<file path="src/rtl/w5300_ready_timer.sv">
// Times the W5300 PLL settle period after reset release; gates host CS and interrupt until ready.
// Optional macro W5300_READY_INT_GATE_EN adds an interrupt synchroniser and ready-masking.
module w5300_ready_timer #(
    parameter int unsigned PRESCALE_W   = 8,
    parameter int unsigned SETTLE_TICKS = 300,
    parameter int unsigned TICK_W       = 9
) (
    input  logic clk,
    input  logic trigger_reset,
    input  logic w5300_resetl,
    input  logic host_cs,
    input  logic clear_early,
    input  logic w5300_int_l,
    output logic w5300_ready,
    output logic host_cs_gated,
    output logic early_access,
    output logic int_l_gated
);

    typedef enum logic [1:0] {StHold, StSettle, StReady} state_e;

    localparam logic [TICK_W-1:0] LastTick = TICK_W'(SETTLE_TICKS - 1);

    state_e                  state_q, state_d;
    logic [PRESCALE_W-1:0]   presc_q, presc_d;
    logic [TICK_W-1:0]       ticks_q, ticks_d;
    logic                    early_q, early_d;

    always_ff @(posedge clk or posedge trigger_reset) begin
        if (trigger_reset) begin
            state_q <= StHold;
            presc_q <= '0;
            ticks_q <= '0;
            early_q <= 1'b0;
        end else begin
            state_q <= state_d;
            presc_q <= presc_d;
            ticks_q <= ticks_d;
            early_q <= early_d;
        end
    end

    always_comb begin
        state_d = state_q;
        presc_d = '0;
        ticks_d = '0;
        case (state_q)
            StHold: begin
                if (w5300_resetl) begin
                    state_d = StSettle;
                end
            end
            StSettle: begin
                if (!w5300_resetl) begin
                    state_d = StHold;
                end else begin
                    presc_d = presc_q + PRESCALE_W'(1);
                    ticks_d = ticks_q;
                    if (&presc_q) begin
                        // Final tick: go ready with the tick counter parked at zero.
                        if (ticks_q == LastTick) begin
                            state_d = StReady;
                            ticks_d = '0;
                        end else begin
                            ticks_d = ticks_q + TICK_W'(1);
                        end
                    end
                end
            end
            StReady: begin
                if (!w5300_resetl) begin
                    state_d = StHold;
                end
            end
            default: state_d = StHold;
        endcase
    end

    // Set beats clear when both land on the same edge.
    always_comb begin
        early_d = early_q;
        if (host_cs && (state_q != StReady)) begin
            early_d = 1'b1;
        end else if (clear_early) begin
            early_d = 1'b0;
        end
    end

    assign w5300_ready   = (state_q == StReady);
    assign host_cs_gated = host_cs & w5300_ready;
    assign early_access  = early_q;

`ifdef W5300_READY_INT_GATE_EN
    logic [1:0] int_sync_q;

    always_ff @(posedge clk or posedge trigger_reset) begin
        if (trigger_reset) begin
            int_sync_q <= 2'b11;
        end else begin
            int_sync_q <= {int_sync_q[0], w5300_int_l};
        end
    end

    assign int_l_gated = int_sync_q[1] | ~w5300_ready;
`else
    assign int_l_gated = w5300_int_l;
`endif

endmodule

</file>
<file path="config.mk">
export PLATFORM = sky130hd
export DESIGN_NAME = w5300_ready_timer
export DESIGN_NICKNAME = d
export VERILOG_FILES = /design/src/rtl/w5300_ready_timer.sv
export SDC_FILE = /design/constraint.sdc
export NUM_CORES = 1
export LEC_CHECK = 0
export CAP_MARGIN = 20
export CORE_MARGIN = 4
export CORE_UTILIZATION = 25
export DETAILED_ROUTE_END_ITERATION = 8
export PLACE_DENSITY = 0.46
export SYNTH_ARGS = -nofsm -noshare
export SYNTH_HDL_FRONTEND = slang
export SYNTH_SLANG_ARGS = --single-unit
</file>
<file path="constraint.sdc">
create_clock -name clk -period 1.8 [get_ports clk]
set_clock_uncertainty 0.1 [all_clocks]
set_input_delay 0.36 -clock clk [delete_from_list [all_inputs] [get_ports clk]]
set_output_delay 0.36 -clock clk [all_outputs]
set_load 0.01 [all_outputs]
</file>
After elaboration in Yosys (flattened, before gate mapping)
Index checks and enable logic that the tools add are counted.
W data, S select, Z words.
{"block": "word_totals", "regBits": 20, "inputBits": 6, "word_cells": 34}
{"block": "op_classes", "add_sub_neg": 2, "n_eq_ne": 8, "mux": 14, "n_bitwise": 1, "n_reduce_logical": 5}
{"cell": "$mux W9", "count": 4}
{"cell": "$mux W8", "count": 2}
{"cell": "$mux W2", "count": 5}
{"cell": "$add A9 B1 Y9 const B", "count": 1}
{"cell": "$eq A9 B9 Y1 const B", "count": 1}
{"cell": "$add A8 B1 Y8 const B", "count": 1}
{"cell": "$reduce_and A8 Y1", "count": 1}
{"cell": "$ne A2 B2 Y1 const B", "count": 3}
{"cell": "$ne A3 B3 Y1 const B", "count": 2}
{"cell": "$pmux W2 S3", "count": 1}
{"cell": "$reduce_and A4 Y1", "count": 1}
{"cell": "$eq A2 B1 Y1 const B", "count": 1}
{"cell": "$eq A2 B2 Y1 const B", "count": 1}
{"cell": "$logic_not A2 Y1", "count": 1}
{"cell": "$mux W1", "count": 2}
{"cell": "$reduce_bool A2 Y1", "count": 1}
{"cell": "$and A1 B1 Y1", "count": 1}
{"cell": "$logic_and A1 B1 Y1", "count": 1}

Longest topological paths before layout
Gate-level depths: netlist (run 1).
{"block": "logic_depth", "ltp_word": 5, "depth_mapped": 6, "depth_no_buf": 5}

Worst setup path after synthesis (run 1)
No wires, ideal clock.
{"block": "synth_path", "path_type": "register to register", "from": "reg presc_q[0]", "to": "reg ticks_q[5]", "setup_time_ns": 0.069, "t_arrival_ns": 1.528, "t_required_ns": 1.631, "path_slack_ns": 0.104, "path_stages_with_launch": 7, "cell_sequence": "dfrtp_1 ha_1 and4_4 a21oi_2 buf_6 or4_1 nand3_1"}
{"block": "synth_between", "elab_chain_len": 2}
{"item": "start, declared", "line": "25", "rtl": "logic [PRESCALE_W-1:0] presc_q, presc_d;"}
{"item": "start signal, assigned", "line": "37", "rtl": "presc_q <= presc_d;"}
{"item": "$reduce_and A8 Y1", "line": "59", "rtl": "if (&presc_q) begin"}
{"item": "$ne A3 B3 Y1 (no line)"}
{"item": "end signal, assigned", "line": "38", "rtl": "ticks_q <= ticks_d;"}
{"item": "end, declared", "line": "26", "rtl": "logic [TICK_W-1:0] ticks_q, ticks_d;"}
No other way between the ends.
A chain may end at the register's enable or synchronous reset.

Worst setup path in the final report (run 1)
{"block": "layout_path", "from": "reg presc_q[1]", "to": "reg ticks_q[8]"}
The elaborated chain is that of the path after synthesis.

==> results.cfg, run 1 <==
[clock_network]
cts_max_level = 1
cts.sinks = 20
cts-root-buf = clkbuf_8
cts_tree = yes
ctsHoldBuffers = 0
clockBufferDepth = 2
clock_latency_ps = 260
numCtsBuffers = 3
path_clk_slew_ps = 80

[finish]
final_nets = 138
final_cells = 177
post-route-util_pct = 35.14
drive_above_1_share_pct = 22.48
fillCellCount = 391
syn_to_final_growth_pct = 31.40
antenna_cells = 0
stdcell_area_sq_um = 1335

[power_and_ir_drop]
ir_drop_mv = 0.3167
leakage_nw = 0.5621
power_density_nw_per_um2 = 725.7

[detailed_routing]
drt_iter0_markers = 55
detail-route-antenna-nets = 0
wl_per_cell_um = 12.87
vias = 855
route.detailed.drc = 0
drt_first_pass_iters = 4
wirelength_um = 2278
vias_per_cell = 4.831

[synth]
yosysWarnings = 0
synth_edf_count = 0
async_flop_share_pct = 100.0
syn_nets = 115
ys_seq_area_share_pct = 49.26
synthFlopType = dfrtp_1
post_synth.cell_area_avg_sq_um = 9.495
netlist_instances = 107
ys_types = 33
synth_area_sq_um = 1016
ys_ff_latch = 20

[timing]
max_freq_ghz = 0.5633
grt_setup_unrepaired = true
slew_headroom_pct = 79.46
setup_viol = 0
hold_violations = 0
post-route-min-period_ps = 1775
final_max_slew_viol_count = 0
final.period_utilization_pct = 98.63
tightest_slew_ps = 308.1
setup_slack_ps = 24.72

[floorplan]
io_pins = 10
num_rows = 22
die_y_um = 71.75
fp.dieW_um = 71.75
dieArea_sq_um = 5148
start_util_pct = 26.75
coreArea_sq_um = 3799

[job]
cap_violations = 0

[grt]
grt-ovfl-total = 0
grt_pass1_wl_um = 3684
track_usage_pct = 8.998
grt_max_degree = 21
antenna_found_initial = 0
grt_pass1_vias = 820

[placement]
gp_congestion = 0.8636
io_buffers = 7
dp_cells = 167
place_ws_ps = -145.9
detailed_place.area_sq_um = 1184
place_hpwl_um = 1566

[worst_hold_path]
min_path_type = in2async

[status]
status = finished clean

[setup_path]
worstPathRequired_ps = 1890
cp-start-kind = flip-flop
path_class = reg2reg
crit_chain = ha_2 > and4_4 > a21oi_4 > or4_4 > a21oi_2
crit_slowest_cell = or4_4
end_kind = flip-flop
critical_path.max_fanout = 7
max_stage_delay_ps = 520
arrival_ps = 1870
## logic make-up (layout without fill, tap and decap cells)
group | after synthesis | count (layout) | synth area share (%)
AOI/OAI and AO/OA | 22 | 23 | 12.07
xor gates and xnor gates | 5 | 5 | 4.311
adders and majority gates | 2 | 2 | 2.463
buffers and inverters | 11 | 32 | 5.172
DFF | 20 | 20 | 49.26
and+or+nand+nor | 47 | 47 | 26.73
## worst max-delay path, delay by kind of cell, from the launching register on
family / cells / cell delay [ps]
flip-flops: 1 / 370
AO/OA/AOI/OAI: 2 / 230
AND/OR/NAND/NOR: 2 / 800
adder cells (fa/ha/maj): 1 / 200
## layout make-up
cell class	count	area (sq um)	area share [%]
inverters	8	30.03	2.249
repair buffers	20	165.2	12.37
clock inverters	1	30.03	2.249
well taps	48	60.06	4.499
flip-flops and latches	20	500.5	37.49
multi-input cells	77	508.0	38.05
clock buffers	3	41.29	3.093
## synth_stat cells, types with 2 or more instances
master    number  area share (%)
a21oi_1       12             5.9
dfrtp_1       20              49
ha_1           2             2.5
inv_1          8             3.0
nand2_1        8             3.0
nand2b_1       2             1.2
nand3_1        9             4.4
nand4_1        2             1.2
nor2_1         7             2.6
o21ai_0        4             2.0
o31ai_1        2             1.5
or3_1          4             2.5
or4_1          4             3.0
xnor2_1        2             1.7
xor2_1         3             2.6
## worst paths after layout
check / to / depth (start not counted) / from / slack [ps]
min: state_q[1] / 3 / trigger_reset / 320
min reg2reg: early_access / 2 / early_access / 430
min in group clk: early_access / 2 / early_access / 430
max in group asynchronous: ticks_q[7] / 3 / trigger_reset / 1070
max: ticks_q[8] / 5 / presc_q[1] / 20
max reg2reg: ticks_q[8] / 5 / presc_q[1] / 20
## flip-flops by register name, indices dropped and copies added, names as in the netlist
signal	flops
ticks_q	9
presc_q	8
early_access	1
state_q	2
## where the power goes
group | internal, mW | switching (mW) | total, mW
clock | 0.297 | 0.153 | 0.450
sequential | 0.454 | 0.00338 | 0.457
combinational | 0.0288 | 0.0335 | 0.0623
## metrics by stage
step	power (mW)	setup TNS, ps	hold slack, ps
floorplan	0.4959	0	223.8
finish	0.9688	0	319.1
global placement	0.5213	-333.4	422.3
global route	1.013	-48.05	354.7
detailed placement	0.5227	-742.6	421.8
CTS	0.9878	0	325.0
## routing by layer
metal | GRT usage (%) | share of wire [%] | wire length, um | up-vias
met5 | 0 | 0 | 0 | -
met4 | 1.253 | 0 | 0 | 0
met3 | 2.665 | 5.6 | 128 | 0
met2 | 15.41 | 49 | 1115 | 26
met1 | 11.44 | 45 | 1035 | 405
li1 | - | - | - | 424
## cells in the final DEF, fill, tap and decap left out, types with 3 or more instances in the layout
| cell | n |
|---|---|
| a21oi_1 | 11 |
| buf_4 | 13 |
| clkbuf_8 | 3 |
| clkdlybuf4s50_1 | 5 |
| dfrtp_1 | 20 |
| inv_1 | 8 |
| nand2_1 | 8 |
| nand3_1 | 9 |
| nor2_1 | 7 |
| o21ai_0 | 4 |
| or3_1 | 4 |
| or4_1 | 3 |
| xor2_1 | 3 |
## what timing repair did
| action | CTS | global route |
|---|---|---|
| endpoints found under the setup margin | 4 | 7 |
| gates cloned | 0 | 1 |
| setup buffers | 1 | 4 |
| pin swaps | 0 | 7 |
| resized for setup | 5 | 5 |
Note: power is estimated with default switching activity, not from simulation.
==> inputs of run 2 (changes only) <==
- CORE_MARGIN: 4 -> 2
- SLEW_MARGIN: unset -> 20
==> run 2 against run 1 <==
Against the previous run:
- combinational power grew 2%
- critical path depth grew 1
- worst hold slack gained 6.4 ps
- via count grew 1.2%
- utilization shrank 0.33 points
- maximum frequency grew 3.7%
- flip-flop and latch count is the same
- non-clock buffer count is the same
- sequential share of layout area shrank 1.0 points
- final area grew 2.8%
- clock power grew 2%
- first-iteration DRC count shrank 65%
- largest power group is now clock
- highest routed layer is now met4
==> results.cfg, run 2 (synthesized netlist as in run 1, its figures left out) <==
[status]
status = finished clean

[grt]
grt_max_degree = 21
track_usage_pct = 10.91
grt_pass1_wl_um = 3767
grt-ovfl-total = 0
grt_pass1_vias = 852
antenna_found_initial = 0

[power_and_ir_drop]
power.internal_mw = 0.7800
clkPwrFrac_pct = 46.9
leakage_nw = 0.5694
ir_drop_mv = 0.4457
p_total_mw = 0.9801
power_density_nw_per_um2 = 714.0
sequentialPowerShare_pct = 46.6
p_sw_mw = 0.2000
combPwrFrac_pct = 6.5
switching_share_pct = 20.41

[setup_path]
arrival_ps = 1820
worstPathRequired_ps = 1900
critical_path.max_fanout = 5
crit_start = presc_q[1]
end_kind = flip-flop
regToRegStartpoint = presc_q[1]
cp-start-kind = flip-flop
path_class = reg2reg

[timing]
whs_ps = 325.5
slew_headroom_pct = 81.62
tns_ps = 0
setup_viol = 0
tightest_slew_ps = 275.7
final_max_slew_viol_count = 0
post-route-min-period_ps = 1712
max_freq_ghz = 0.5842
final.period_utilization_pct = 95.10
hold_violations = 0

[detailed_routing]
drt_first_pass_iters = 4
route.detailed.drc = 0
wirelength_um = 2366
vias_per_cell = 4.832
drt_iter0_markers = 19
wl_per_cell_um = 13.22
vias = 865
detail-route-antenna-nets = 0

[clock_network]
path_clk_slew_ps = 80
cts_tree = yes
clock_latency_ps = 260
numCtsBuffers = 3
cts.sinks = 20
cts_max_level = 1
cts-root-buf = clkbuf_8
clockBufferDepth = 2

[placement]
place_hpwl_um = 1606
dp_cells = 169
gp_congestion = 0.7690
io_buffers = 7

[finish]
syn_to_final_growth_pct = 35.10
final_cells = 179
antenna_cells = 0
top_register = ticks_q
drive_above_1_share_pct = 27.13
post-route-util_pct = 34.81
largest_reg_flops = 9
layout_common_cells = dfrtp_1 (20), buf_4 (12), nand3_1 (9)
fillCellCount = 415
final_nets = 138
layout_commonest_cell = dfrtp_1
top_regs = ticks_q x9, presc_q x8, state_q x2

[floorplan]
dieArea_sq_um = 4590
fp.dieW_um = 67.75
die_y_um = 67.75
num_rows = 23
io_pins = 10
coreArea_sq_um = 3943
start_util_pct = 25.77

[job]
cap_violations = 0

[worst_hold_path]
min_path_type = in2async
[run 2: final timing paths]
path / to / slack [ps] / cells past startpoint
setup / recovery: state_q[1] / 90 / 6
hold / removal: presc_q[4] / 330 / 3
setup reg to reg: state_q[1] / 90 / 6
hold reg to reg: early_access / 440 / 2
max in group asynchronous: presc_q[0] / 1050 / 3
min in group clk: early_access / 440 / 2
[run 2: per-stage QoR]
stage	setup WS [ps]	area, sq um
3_3_place_gp	-132.0	1186
2_1_floorplan	103.5	1016
4_1_cts	3.989	1270
3_5_place_dp	-145.2	1186
5_1_grt	-19.37	1373
6_report	88.20	1373
[run 2: cell type report]
cell class	instances	area (sq um)	share of cell area (%)
Clock buffer	3	41.29	3.008
Clock inverter	1	30.03	2.188
Tap cell	50	62.56	4.558
Timing Repair Buffer	20	168.9	12.31
Sequential cell	20	500.5	36.46
Inverter	8	30.03	2.188
Multi-Input combinational cell	77	539.3	39.29
[run 2: worst max-delay path, cell delays in order, from the launching register on]
cell,delay [ps]
dfrtp_1,380
ha_2,190
and4_4,270
buf_6,110
nand4_1,210
nor3b_2,260
o21a_1,130
[run 2: metal layers]
metal | track usage (%) | vias to the layer above | share of wire (%)
li1 | - | 427 | -
met1 | 12.74 | 427 | 44
met2 | 19.73 | 9 | 53
met3 | 4.000 | 2 | 2.3
met4 | 0.7653 | 0 | 0.21
met5 | 0 | - | 0
[run 2: power by group through the flow]
stage / clock [mW] / sequential [mW] / combinational [mW]
finish: 0.459 / 0.457 / 0.0637
global route: 0.490 / 0.458 / 0.0713
global placement: 0 / 0.465 / 0.0565
detailed placement: 0 / 0.465 / 0.0581
floorplan: 0 / 0.467 / 0.0292
CTS: 0.470 / 0.457 / 0.0590
[run 2: repair_timing]
item	4_1_cts	5_1_grt
hold buffers	0	0
setup buffers	0	5
cloned	0	1
setup endpoints to repair	4	6
pin swaps	0	11
endpoints found under the hold margin	0	0
gates resized for setup	5	13
